**src/rtl/instr_fetch.sv**
```systemverilog
// Instruction fetch stage: issues word fetches on a req/gnt/rvalid bus, buffers the
// responses in a small prefetch FIFO and presents the head entry to decode.
module instr_fetch #(
    parameter int unsigned FIFO_DEPTH = 2,
    parameter logic [31:0] BOOT_ADDR  = 32'h0000_0000
) (
    input  logic        clk,
    input  logic        reset_n,
    input  logic        redirect,
    input  logic [31:0] redirect_pc,
    input  logic        ready_id,
    output logic        instr_req,
    output logic [31:0] instr_addr,
    input  logic        instr_gnt,
    input  logic        instr_rvalid,
    input  logic [31:0] instr_rdata,
    input  logic        instr_err,
    output logic        instr_value,
    output logic [31:0] instr_payload,
    output logic [31:0] pc_id,
    output logic        instr_fetch_error
);
    localparam int unsigned PW = (FIFO_DEPTH > 1) ? $clog2(FIFO_DEPTH) : 1;
    localparam int unsigned CW = $clog2(FIFO_DEPTH + 1);
    localparam logic [PW-1:0] LastIdx = PW'(FIFO_DEPTH - 1);
    localparam logic [CW:0]   DepthW  = (CW + 1)'(FIFO_DEPTH);

    function automatic logic [PW-1:0] ptr_inc(input logic [PW-1:0] p);
        return (p == LastIdx) ? '0 : p + PW'(1);
    endfunction

    logic          active_q;
    logic [31:0]   fetch_pc_q, fetch_pc_d;
    logic          pending_q, pending_d;
    logic [31:0]   pend_addr_q, pend_addr_d;
    // Pending request was presented before a redirect: its response must be dropped.
    logic          stale_q, stale_d;
    logic [CW-1:0] outst_q, outst_d;
    logic [CW-1:0] discard_q, discard_d;
    logic [CW-1:0] count_q, count_d;
    logic [PW-1:0] f_rd_q, f_rd_d, f_wr_q, f_wr_d;
    logic [PW-1:0] aq_rd_q, aq_rd_d, aq_wr_q, aq_wr_d;

    logic [31:0]   aq_mem_q  [FIFO_DEPTH];
    logic [31:0]   fifo_pc_q [FIFO_DEPTH];
    logic [31:0]   fifo_dat_q[FIFO_DEPTH];
    logic          fifo_err_q[FIFO_DEPTH];

    logic credit_ok, issue, resp, drop, push, pop;
    logic unused_rpc;

    assign unused_rpc  = ^redirect_pc[1:0];
    assign credit_ok   = ({1'b0, count_q} + {1'b0, outst_q}) < DepthW;
    assign instr_req   = active_q & (pending_q | credit_ok);
    assign instr_addr  = pending_q ? pend_addr_q : fetch_pc_q;
    assign issue       = instr_req & instr_gnt;
    // Responses with nothing outstanding (e.g. after a reset) are ignored.
    assign resp        = instr_rvalid & (outst_q != '0);
    assign drop        = resp & (discard_q != '0);
    assign push        = resp & ~drop & ~redirect;
    assign instr_value = (count_q != '0);
    assign pop         = instr_value & ready_id & ~redirect;

    assign instr_payload     = fifo_dat_q[f_rd_q];
    assign pc_id             = fifo_pc_q[f_rd_q];
    assign instr_fetch_error = fifo_err_q[f_rd_q];

    // Next-state for fetch address, bus bookkeeping and FIFO pointers.
    always_comb begin
        fetch_pc_d  = fetch_pc_q;
        pending_d   = instr_req & ~instr_gnt;
        pend_addr_d = instr_addr;
        stale_d     = pending_d & (stale_q | redirect);
        outst_d     = outst_q;
        discard_d   = discard_q;
        count_d     = count_q;
        f_rd_d      = f_rd_q;
        f_wr_d      = f_wr_q;
        aq_rd_d     = aq_rd_q;
        aq_wr_d     = aq_wr_q;

        if (issue && !stale_q) fetch_pc_d = instr_addr + 32'd4;
        if (redirect)          fetch_pc_d = {redirect_pc[31:2], 2'b00};

        case ({issue, resp})
            2'b10:   outst_d = outst_q + CW'(1);
            2'b01:   outst_d = outst_q - CW'(1);
            default: outst_d = outst_q;
        endcase

        if (redirect) begin
            discard_d = outst_d;
        end else begin
            if (drop)            discard_d = discard_d - CW'(1);
            if (issue && stale_q) discard_d = discard_d + CW'(1);
        end

        if (issue) aq_wr_d = ptr_inc(aq_wr_q);
        if (resp)  aq_rd_d = ptr_inc(aq_rd_q);

        if (redirect) begin
            f_rd_d  = '0;
            f_wr_d  = '0;
            count_d = '0;
        end else begin
            if (push) f_wr_d = ptr_inc(f_wr_q);
            if (pop)  f_rd_d = ptr_inc(f_rd_q);
            case ({push, pop})
                2'b10:   count_d = count_q + CW'(1);
                2'b01:   count_d = count_q - CW'(1);
                default: count_d = count_q;
            endcase
        end
    end

    // Control state registers.
    always_ff @(posedge clk or negedge reset_n) begin
        if (!reset_n) begin
            active_q    <= 1'b0;
            fetch_pc_q  <= BOOT_ADDR;
            pending_q   <= 1'b0;
            pend_addr_q <= BOOT_ADDR;
            stale_q     <= 1'b0;
            outst_q     <= '0;
            discard_q   <= '0;
            count_q     <= '0;
            f_rd_q      <= '0;
            f_wr_q      <= '0;
            aq_rd_q     <= '0;
            aq_wr_q     <= '0;
        end else begin
            active_q    <= 1'b1;
            fetch_pc_q  <= fetch_pc_d;
            pending_q   <= pending_d;
            pend_addr_q <= pend_addr_d;
            stale_q     <= stale_d;
            outst_q     <= outst_d;
            discard_q   <= discard_d;
            count_q     <= count_d;
            f_rd_q      <= f_rd_d;
            f_wr_q      <= f_wr_d;
            aq_rd_q     <= aq_rd_d;
            aq_wr_q     <= aq_wr_d;
        end
    end

    // Granted-address queue and prefetch storage.
    always_ff @(posedge clk or negedge reset_n) begin
        if (!reset_n) begin
            for (int i = 0; i < int'(FIFO_DEPTH); i++) begin
                aq_mem_q[i]   <= '0;
                fifo_pc_q[i]  <= '0;
                fifo_dat_q[i] <= '0;
                fifo_err_q[i] <= 1'b0;
            end
        end else begin
            if (issue) aq_mem_q[aq_wr_q] <= instr_addr;
            if (push) begin
                fifo_pc_q[f_wr_q]  <= aq_mem_q[aq_rd_q];
                fifo_dat_q[f_wr_q] <= instr_rdata;
                fifo_err_q[f_wr_q] <= instr_err;
            end
        end
    end

endmodule
```
**config.mk**
```make
export PLATFORM = sky130hd
export DESIGN_NAME = instr_fetch
export DESIGN_NICKNAME = d
export VERILOG_FILES = /design/src/rtl/instr_fetch.sv
export SDC_FILE = /design/constraint.sdc
export NUM_CORES = 1
export LEC_CHECK = 0
export BUFFER_PORTS_ARGS = -buffer_cell sky130_fd_sc_hd__buf_2
export CAP_MARGIN = 0
export CORE_MARGIN = 8
export CORE_UTILIZATION = 40
export CTS_CLUSTER_DIAMETER = 60
export DETAILED_ROUTE_END_ITERATION = 8
export SLEW_MARGIN = 20
export SYNTH_ARGS = -nofsm -noshare
export SYNTH_HDL_FRONTEND = slang
export SYNTH_SLANG_ARGS = --single-unit
```
**constraint.sdc**
```tcl
create_clock -name clk -period 7.1 [get_ports clk]
set_input_delay 1.065 -clock clk [delete_from_list [all_inputs] [get_ports clk]]
set_output_delay 1.065 -clock clk [all_outputs]
set_load 0.05 [all_outputs]
```
==> summary.txt, run 1 <==
Run status
  • Outcome: finished clean

Setup path
  • Critical path launch point type: register
  • Worst Setup End Kind: primary output
  • R2R Setup Slk: 3860 ps
  • WP data required: 6030 ps
  • R2r worst-path depth: 9
  • Critical Path Sink: instr_addr[14]
  • WS Path Type: reg2out
  • RR Startpoint: pending_q$_DFF_PN0_
  • R2r endpoint: fetch_pc_q[22]$_DFFE_PN0P_
  • Worst EP arrival: 3010 ps
  • Max FO, Critical Path: 44
  • CP startpoint: pending_q$_DFF_PN0_

Yosys
  • Synth area leaders: dfrtp_1, mux2_2, mux2i_1
  • Syn_nets: 1,182
  • Top_reg_cell synth: dfrtp_1
  • Post-synth top area cell: dfrtp_1
  • Most frequent cells after synthesis: dfrtp_1, mux2_2, nand2_1
  • Synth unique cells: 64
  • Area share of the largest cell type after synthesis: 55.1%
  • Mapped Cells: 1,107
  • Most common cell in the netlist: dfrtp_1
  • Seq/Total Area, Yosys: 55.1%
  • Synth async-reset ratio: 100%
  • Number of synthesized register bits: 271
  • Post-synth EDFFs: 0
  • Ys Warns: 0
  • Syn Area/Cell: 11.1 um^2
  • Synth Cell Area: 12,300 um^2

Finish
  • Fin cells: 1,673
  • Fillers: 2,869
  • Multi-input logic area: 5070 um^2
  • Layout area overhead: 18.2%
  • FF+latch area: 6790 um^2
  • Layout cells sized above 1: 30.3%
  • Post-route cell area: 14,500 um^2
  • Final net count: 1,329

Die
  • Full die area: 36,600 um^2
  • Chip width: 191 um
  • Die height: 191 um
  • Initial Util: 40.4%
  • Rows: 64
  • Core Region: 30,400 um^2
  • Ports: 170

Place
  • Dpl hpwl: 19,500 um
  • Placed insts: 1,617
  • Area after DPL: 13,500 um^2
  • I/O Buffers: 167
  • Pre-CTS setup slack: 3530 ps
  • Global placer's final weighted congestion: 0.834

Drt
  • Final ANT Viol Nets: 0
  • TritonRoute pass-1 iters: 5
  • WL per Instance: 17.4 um
  • Residual DRC count: 0
  • Via count: 8,447
  • DRT iter0 DRCs: 491
  • DR vias/cell: 5.05
  • WL final: 29,100 um

Global route
  • GRT Overall Usage: 15.9%
  • GRT busiest layer: met2
  • M3 GR Usage: 3.14%
  • First-pass GRT wire length: 47,500 um
  • Largest net degree at the start of global routing: 181
  • Grt total ovfl: 0
  • Vias in the first global route: 8,587
  • M1 GR Usage: 23.5%
  • Initial antenna violation count: 0
  • Met2 GRT Util: 24.0%

Pwr
  • Internal power: 4.15 mW
  • Sw frac: 42.2%
  • Max VDD drop: 0.242 mV
  • Comb pwr share: 42.2%
  • Sequential share of power: 35.2%
  • Power Density: 493 nW/um^2
  • Tot Pwr: 7.17 mW
  • Clock power share: 22.6%
  • Leak pwr: 6.76 nW
  • Net switching power: 3.03 mW

Timing
  • Fin crit share: 57.4%
  • Final Max Tran Viols: 0
  • Headroom to the max-slew limit: 32.8%
  • Fin crit period: 4070 ps
  • Maximum clock rate: 245 MHz
  • Slew of the pin with the lowest slew margin: 1010 ps
  • RSZ-0062 raised after global routing: no
  • Final Setup Violations: 0
  • Final hold violation count: 0
  • Final worst slack: 3030 ps
  • Final setup TNS: 0 ps
  • Skew final: 9.72 ps

Clock tree
  • Root buf cell: clkbuf_16
  • Reg clk slew, reported paths: 60 ps
  • Number of hold buffers added after cts: 0
  • Setup Buffers After CTS: 0
  • Total CTS buffers: 30
  • H-tree depth: 1
  • Clock tree from TritonCTS: built
  • Clk sinks: 271
  • CTS max path bufs: 3
  • Clk_lat worst skew: 540 ps
  • PostCTS Resize Cnt: 0

Hold path
  • Hold WC Path Type: reg2reg

Run
  • Number of max-cap violations: 0
-- power groups by stage --
stage	sequential, mW	combinational (mW)	clock, mW
final	2.53	3.02	1.62
after floorplan	2.42	2.43	0
after global placement	2.53	3.02	0
after detailed placement	2.56	3.05	0
after global routing	2.62	3.29	1.73
after CTS	2.53	3.07	1.67
-- placed cells by master (no fill, tap or decap), drive strengths merged, types with 6 or more instances in the layout --
cell type / instances
a21oi: 87
buf: 179
clkbuf: 46
dfrtp: 271
inv: 47
mux2: 134
mux2i: 68
nand2: 122
nand3: 15
nand3b: 6
nor2: 85
nor3: 9
nor3b: 7
o21ai: 88
o221ai: 8
xnor2: 30
-- cell families after synthesis --
| kind of cell | count (synthesis) | share of synthesized area (%) |
|---|---|---|
| simple gates | 273 | 10.4 |
| flops | 271 | 55.1 |
| compound gates | 213 | 10.0 |
| mux | 202 | 17.9 |
| buf+inv | 111 | 3.86 |
| xor+xnor | 32 | 2.28 |
| fa+ha+maj | 4 | 0.468 |
| other cells | 1 | 0.0305 |
-- worst min path at each step --
| stage | slack [ps] | startpoint | endpoint | cells past startpoint |
|---|---|---|---|---|
| 2_1_floorplan | 450 | aq_mem_q[32]$_DFFE_PN0P_ | aq_mem_q[32]$_DFFE_PN0P_ | 2 |
| 3_3_place_gp | 460 | aq_mem_q[3]$_DFFE_PN0P_ | aq_mem_q[3]$_DFFE_PN0P_ | 2 |
| 3_5_place_dp | 470 | aq_mem_q[35]$_DFFE_PN0P_ | aq_mem_q[35]$_DFFE_PN0P_ | 2 |
| 4_1_cts | 480 | aq_mem_q[35]$_DFFE_PN0P_ | aq_mem_q[35]$_DFFE_PN0P_ | 2 |
| 5_1_grt | 490 | aq_mem_q[35]$_DFFE_PN0P_ | aq_mem_q[35]$_DFFE_PN0P_ | 2 |
| 6_report | 480 | aq_mem_q[31]$_DFFE_PN0P_ | aq_mem_q[31]$_DFFE_PN0P_ | 2 |
-- registers in the layout, indices dropped and copies added, names as in the netlist --
name and flops:
aq_mem_q 64, fifo_dat_q 64, fifo_pc_q 64, fetch_pc_q 32, pend_addr_q 32, count_q 2, discard_q 2, fifo_err_q 2
outst_q 2, active_q 1, aq_rd_q 1, aq_wr_q 1, f_rd_q 1, f_wr_q 1, pending_q 1, stale_q 1
-- metal layers --
layer / up-vias / routed length, um
met1: 4090 / 14200
met4: 0 / 421
li1: 4116 / -
met2: 212 / 12600
met5: - / 0
met3: 29 / 1860
-- worst max-delay path: stages, from the launching register on --
cell and delay (ps):
dfrtp_2 1010, buf_4 440, mux2i_1 560, inv_1 180, buf_2 260
-- through the flow --
step                      hold WS (ps)  util, %
final                              476     47.8
after floorplan                    449        -
after CTS                          482     47.7
after detailed placement           469     44.3
after global routing               495     47.8
after global placement             460     44.3
-- area by class of cell --
class	count	area share (%)
flip-flops and latches	271	46.6
multi-input cells	725	34.9
repair buffers	179	6.66
clock buffers	46	6.20
well taps	396	3.41
inverters	47	1.21
clock inverters	8	0.989
diodes	1	0.0172
Power figures use the tool's default switching activity.
==> inputs of run 2 (changes only) <==
Settings changed: ABC_AREA from default to 1.
Clock period 7.1 ns to 4 ns, I/O delays scaled along.
==> run 2 against run 1 <==
  * Sequential power increased by 74%
  * Count of clock-buffer cells in the layout unchanged
  * Combinational power increased by 100%
  * Critical path type unchanged
==> summary.txt, run 2 <==
Pwr
  • Comb pwr share: 45.8% (was 42.2%)
  • Tot Pwr: 13.3 mW (was 7.17 mW)
  • Sequential share of power: 33.2% (was 35.2%)
  • Power Density: 891 nW/um^2 (was 493 nW/um^2)
  • Clock power share: 21.0% (was 22.6%)
  • Internal power: 6.96 mW (was 4.15 mW)
  • Sw frac: 47.6% (was 42.2%)
  • Leak pwr: 7.65 nW (was 6.76 nW)
  • Net switching power: 6.32 mW (was 3.03 mW)
  • Max VDD drop: 0.484 mV (was 0.242 mV)

Die
  • Rows: 65 (was 64)
  • Initial Util: 40.5% (was 40.4%)
  • Full die area: 38,000 um^2 (was 36,600 um^2)
  • Chip width: 195 um (was 191 um)
  • Die height: 195 um (was 191 um)
  • Ports: 170 (unchanged)
  • Core Region: 31,600 um^2 (was 30,400 um^2)

Drt
  • WL final: 33,300 um (was 29,100 um)
  • Via count: 10,400 (was 8,447)
  • DR vias/cell: 4.77 (was 5.05)
  • Residual DRC count: 0 (unchanged)
  • DRT iter0 DRCs: 748 (was 491)
  • Final ANT Viol Nets: 0 (unchanged)
  • WL per Instance: 15.3 um (was 17.4 um)
  • TritonRoute pass-1 iters: 5 (unchanged)

Global route
  • Initial antenna violation count: 0 (unchanged)
  • Vias in the first global route: 10,200 (was 8,587)
  • GRT Overall Usage: 17.4% (was 15.9%)
  • First-pass GRT wire length: 54,700 um (was 47,500 um)
  • Grt total ovfl: 0 (unchanged)
  • Largest net degree at the start of global routing: 119 (was 181)

Timing
  • Fin crit period: 3250 ps
  • Headroom to the max-slew limit: 32.1% (was 32.8%)
  • Final setup TNS: 0 ps (unchanged)
  • RSZ-0062 raised after global routing: no (unchanged)
  • Maximum clock rate: 307 MHz
  • Final Setup Violations: 0 (unchanged)
  • Hold slack: 91.0 ps (was 476 ps)
  • Final Max Tran Viols: 0 (unchanged)
  • Fin crit share: 81.3%
  • Slew of the pin with the lowest slew margin: 1020 ps (was 1010 ps)
  • Skew final: 18.1 ps (was 9.72 ps)
  • Final hold violation count: 0 (unchanged)
  • Final worst slack: 747 ps (was 3030 ps)

Clock tree
  • Clk sinks: 271 (unchanged)
  • Clock tree from TritonCTS: built (unchanged)
  • Root buf cell: clkbuf_16 (unchanged)
  • Total CTS buffers: 31 (was 30)
  • Setup Buffers After CTS: 0 (unchanged)
  • PostCTS Resize Cnt: 0 (unchanged)
  • CTS max path bufs: 3 (unchanged)
  • Clk_lat worst skew: 550 ps (was 540 ps)
  • Reg clk slew, reported paths: 60 ps (about the same)
  • H-tree depth: 1 (unchanged)
  • Number of hold buffers added after cts: 0 (unchanged)

Yosys
  • Top_reg_cell synth: dfrtp_1 (unchanged)
  • Syn_nets: 1,691 (was 1,182)
  • Ys Warns: 0 (unchanged)
  • Mapped Cells: 1,616 (was 1,107)
  • Number of synthesized register bits: 271 (unchanged)
  • Seq/Total Area, Yosys: 53.0% (was 55.1%)
  • Syn Area/Cell: 7.92 um^2 (was 11.1 um^2)
  • Synth area leaders: dfrtp_1, nand2_1, o21ai_0 (was dfrtp_1, mux2_2, mux2i_1)
  • Post-synth top area cell: dfrtp_1 (unchanged)
  • Most common cell in the netlist: nand2_1 (was dfrtp_1)
  • Synth unique cells: 43 (was 64)
  • Synth async-reset ratio: 100% (unchanged)
  • Area share of the largest cell type after synthesis: 53.0% (was 55.1%)
  • Synth Cell Area: 12,800 um^2 (was 12,300 um^2)
  • Post-synth EDFFs: 0 (unchanged)
  • Most frequent cells after synthesis: nand2_1, dfrtp_1, o21ai_0 (was dfrtp_1, mux2_2, nand2_1)

Place
  • Area after DPL: 13,900 um^2 (was 13,500 um^2)
  • Pre-CTS setup slack: 1050 ps (was 3530 ps)
  • I/O Buffers: 167 (unchanged)
  • Dpl hpwl: 22,700 um (was 19,500 um)
  • Placed insts: 2,121 (was 1,617)
  • Global placer's final weighted congestion: 0.836 (was 0.834)

Setup path
  • Max FO, Critical Path: 34 (was 44)
  • Critical path launch point type: register (unchanged)
  • Worst Setup End Kind: primary output (unchanged)
  • Worst EP arrival: 2650 ps (was 3010 ps)
  • WP data required: 3400 ps (was 6030 ps)
  • WS Path Type: reg2out (unchanged)
  • R2r worst-path depth: 7 (was 9)

Finish
  • Layout area overhead: 16.6% (was 18.2%)
  • Post-route cell area: 14,900 um^2 (was 14,500 um^2)
  • Multi-input logic area: 4970 um^2 (was 5070 um^2)
  • Ant. Diodes: 0 (was 1)
  • Biggest regs: aq_mem_q (64), fifo_dat_q (64), fifo_pc_q (64) (unchanged)
  • FF+latch area: 6780 um^2 (was 6790 um^2)
  • Fillers: 3,163 (was 2,869)
  • Final net count: 1,827 (was 1,329)
  • Most frequent cells in the layout: nand2_1, dfrtp_1, o21ai_0, buf_2, inv_1 (was dfrtp_1, buf_2, mux2_2, nand2_1, a21oi_1)
  • Post-layout util: 47.3% (was 47.8%)
  • Commonest non-fill, non-tap cell in the layout: nand2_1 (was dfrtp_1)
  • Layout cells sized above 1: 17.9% (was 30.3%)
  • Fin cells: 2,177 (was 1,673)

Run
  • Number of max-cap violations: 0 (unchanged)

Run status
  • Outcome: finished clean (unchanged)

Hold path
  • Hold WC Path Type: in2async (was reg2reg)
==> run 2: changes by cell type after synthesis, sizes merged, moves of 14 or more <==
| cell | before | now |
|---|---|---|
| xnor2 | 30 | 1 |
| buf | 23 | 37 |
| nand3 | 15 | 46 |
| mux2i | 68 | 0 |
| a21oi | 87 | 3 |
| mux2 | 134 | 0 |
| nand2 | 122 | 679 |
| inv | 47 | 168 |
| o21ai | 88 | 243 |
==> run 2: cells by family (layout without fill, tap and decap cells) <==
logic type | Yosys count | in the layout | share of synthesized area, %
and+or+nand+nor | 816 | 816 | 26.7
AOI/OAI and AO/OA | 271 | 271 | 11.2
DFF | 271 | 271 | 53.0
buffers and inverters | 247 | 406 | 8.19
xor gates and xnor gates | 6 | 6 | 0.411
adders and majority gates | 4 | 4 | 0.450
other | 1 | 1 | 0.0293
==> run 2: area by class of cell <==
cell class | instances | share of cell area, %
Timing Repair Buffer | 181 | 6.71
Clock buffer | 46 | 6.05
Clock inverter | 10 | 0.755
Tap cell | 402 | 3.37
Inverter | 169 | 4.30
Sequential cell | 271 | 45.5
Multi-Input combinational cell | 1098 | 33.3
==> run 2: power by group through the flow <==
stage / Sequential, mW / Combinational (mW) / Clock (mW)
2_1_floorplan: 4.27 / 4.66 / 0
3_3_place_gp: 4.41 / 6.05 / 0
3_5_place_dp: 4.45 / 6.12 / 0
4_1_cts: 4.41 / 6.15 / 2.86
5_1_grt: 4.54 / 6.69 / 2.98
6_report: 4.41 / 6.09 / 2.79
==> run 2: critical path: stages, from the launching register on <==
cell	delay, ps
dfrtp_1	960
inv_8	250
or2_2	350
o21ai_0	120
inv_1	190
buf_2	250
==> run 2: worst paths after layout <==
kind	startpoint	slack (ps)	end
max	pending_q$_DFF_PN0_	750	instr_addr[0]
min	reset_n	90	fifo_dat_q[35]$_DFFE_PN0P_
max reg2reg	pending_q$_DFF_PN0_	1050	aq_mem_q[36]$_DFFE_PN0P_
min reg2reg	aq_mem_q[26]$_DFFE_PN0P_	470	aq_mem_q[26]$_DFFE_PN0P_
max in group asynchronous	reset_n	2940	aq_mem_q[7]$_DFFE_PN0P_
min in group clk	redirect_pc[25]	270	fetch_pc_q[25]$_DFFE_PN0P_
==> run 2: per-layer routing <==
layer  share of wire, %  track usage, %  up-vias  routed length [um]
li1                   -               -     5298                   -
met5                  0               0        -                   0
met3                4.0            2.64       42                1350
met4                1.6            3.48        0                 528
met2                 44            26.8      195               14700
met1                 50            25.7     4858               16700
==> inputs of run 3 (changes only) <==
Clock period 4 ns to 3.1 ns, I/O delays scaled along.
==> run 3 against run 2 <==
  * Sequential power increased by 29%
  * Final area increased by 0.64%
  * Clock power increased by 31%
  * Global-route usage about the same
==> summary.txt, run 3 (synthesized netlist as in run 2, its figures left out) <==
Timing
  • Final worst slack: 222 ps (was 747 ps)
  • Skew final: 27.1 ps (was 18.1 ps)
  • Fin crit period: 2880 ps
  • Final setup TNS: 0 ps (unchanged)
  • Slew of the pin with the lowest slew margin: 952 ps (was 1020 ps)
  • Fin crit share: 92.9%
  • Hold slack: 125 ps (was 91.0 ps)
  • Final hold violation count: 0 (unchanged)
  • RSZ-0062 raised after global routing: no (unchanged)
  • Maximum clock rate: 347 MHz
  • Final Setup Violations: 0 (unchanged)
  • Final Max Tran Viols: 0 (unchanged)
  • Headroom to the max-slew limit: 36.5% (was 32.1%)

Drt
  • WL final: 33,200 um (was 33,300 um)
  • Via count: 10,500 (was 10,400)
  • Residual DRC count: 0 (unchanged)
  • Final ANT Viol Nets: 0 (unchanged)
  • DRT iter0 DRCs: 846 (was 748)
  • DR vias/cell: 4.79 (was 4.77)
  • TritonRoute pass-1 iters: 5 (unchanged)
  • WL per Instance: 15.2 um (was 15.3 um)

Die
  • Full die area: 38,000 um^2 (unchanged)
  • Ports: 170 (unchanged)
  • Chip width: 195 um (unchanged)
  • Initial Util: 40.5% (unchanged)
  • Rows: 65 (unchanged)
  • Core Region: 31,600 um^2 (unchanged)
  • Die height: 195 um (unchanged)

Pwr
  • Tot Pwr: 17.2 mW (was 13.3 mW)
  • Power Density: 1150 nW/um^2 (was 891 nW/um^2)
  • Leak pwr: 7.71 nW (was 7.65 nW)
  • Max VDD drop: 0.733 mV (was 0.484 mV)

Global route
  • Grt total ovfl: 0 (unchanged)
  • Largest net degree at the start of global routing: 75 (was 119)
  • Vias in the first global route: 10,100 (was 10,200)
  • First-pass GRT wire length: 54,500 um (was 54,700 um)
  • GRT Overall Usage: 17.4% (about the same)
  • Initial antenna violation count: 0 (unchanged)

Place
  • Placed insts: 2,128 (was 2,121)
  • Dpl hpwl: 23,200 um (was 22,700 um)
  • Area after DPL: 14,000 um^2 (was 13,900 um^2)
  • I/O Buffers: 167 (unchanged)
  • Global placer's final weighted congestion: 0.883 (was 0.836)
  • Pre-CTS setup slack: 585 ps (was 1050 ps)

Setup path
  • Worst EP arrival: 2410 ps (was 2650 ps)
  • Max FO, Critical Path: 15 (was 34)
  • WP data required: 2630 ps (was 3400 ps)
  • Worst Setup End Kind: primary output (unchanged)
  • Critical path launch point type: register (unchanged)
  • CP Cell Sequence: inv_8 -> or2_2 -> o21ai_0 -> inv_1 -> buf_2 (unchanged)
  • Slowest CP cell: dfrtp_1 (unchanged)
  • WS Path Type: reg2out (unchanged)
  • CP max stage delay: 760 ps (was 960 ps)

Finish
  • Post-route cell area: 15,000 um^2 (was 14,900 um^2)
  • Post-layout util: 47.6% (was 47.3%)
  • Commonest non-fill, non-tap cell in the layout: nand2_1 (unchanged)
  • Fin cells: 2,184 (was 2,177)
  • Ant. Diodes: 0 (unchanged)
  • Layout area overhead: 17.3% (was 16.6%)
  • Biggest regs: aq_mem_q (64), fifo_dat_q (64), fifo_pc_q (64) (unchanged)
  • Most frequent cells in the layout: nand2_1, dfrtp_1, o21ai_0, buf_2, inv_1 (unchanged)
  • Final net count: 1,835 (was 1,827)
  • Layout cells sized above 1: 18.2% (was 17.9%)

Clock tree
  • Clk sinks: 271 (unchanged)
  • Total CTS buffers: 31 (unchanged)
  • CTS max path bufs: 3 (unchanged)
  • H-tree depth: 1 (unchanged)
  • Reg clk slew, reported paths: 60 ps (about the same)
  • Root buf cell: clkbuf_16 (unchanged)
  • Clk_lat worst skew: 550 ps (about the same)
  • Clock tree from TritonCTS: built (unchanged)

Run
  • Number of max-cap violations: 0 (unchanged)

Run status
  • Outcome: finished clean (unchanged)

Hold path
  • Hold WC Path Type: in2reg (was in2async)
## run 3: critical path, delay by kind of cell (launching register included)
family / cells / cell delay, ps
AOI/OAI and AO/OA: 1 / 160
buffers and inverters: 3 / 640
DFF: 1 / 760
and+or+nand+nor: 1 / 310
## run 3: power breakdown
group	internal (mW)	switching, mW
clock	2.24	1.41
sequential	4.99	0.709
combinational	1.86	6.02
total	9.09	8.14
## run 3: worst paths after layout
| check | depth (start not counted) | from | slack, ps | to |
|---|---|---|---|---|
| setup / recovery | 5 | pending_q$_DFF_PN0_ | 220 | instr_addr[0] |
| hold / removal | 3 | redirect_pc[14] | 120 | fetch_pc_q[14]$_DFFE_PN0P_ |
| setup reg to reg | 10 | pending_q$_DFF_PN0_ | 590 | fetch_pc_q[12]$_DFFE_PN0P_ |
| hold reg to reg | 2 | fifo_pc_q[9]$_DFFE_PN0P_ | 470 | fifo_pc_q[9]$_DFFE_PN0P_ |
| max in group asynchronous | 3 | reset_n | 1800 | fifo_dat_q[54]$_DFFE_PN0P_ |
| min in group asynchronous | 2 | reset_n | 510 | fifo_dat_q[36]$_DFFE_PN0P_ |
## run 3: area by class of cell
type | count | area [um^2]
fillers | 3221 | 16500
flip-flops and latches | 271 | 6780
multi-input cells | 1098 | 4970
repair buffers | 189 | 1080
clock buffers | 44 | 895
inverters | 169 | 642
well taps | 402 | 503
clock inverters | 11 | 140
## run 3: per-layer routing
layer  global-route usage [%]  share of wire (%)  vias up  wire length [um]
li1                         -                  -     5319                 -
met2                     26.4                 43      258             14400
met5                        0                  0        -                 0
met4                     3.90                1.7        0               549
met3                     2.47                5.2       40              1730
met1                     26.1                 50     4855             16600
## run 3: timing repair
action                    4_1_cts  5_1_grt
hold endpoints to repair       69        0
hold buffers                    1        0
resized for setup               0        0
buffers inserted                0        0
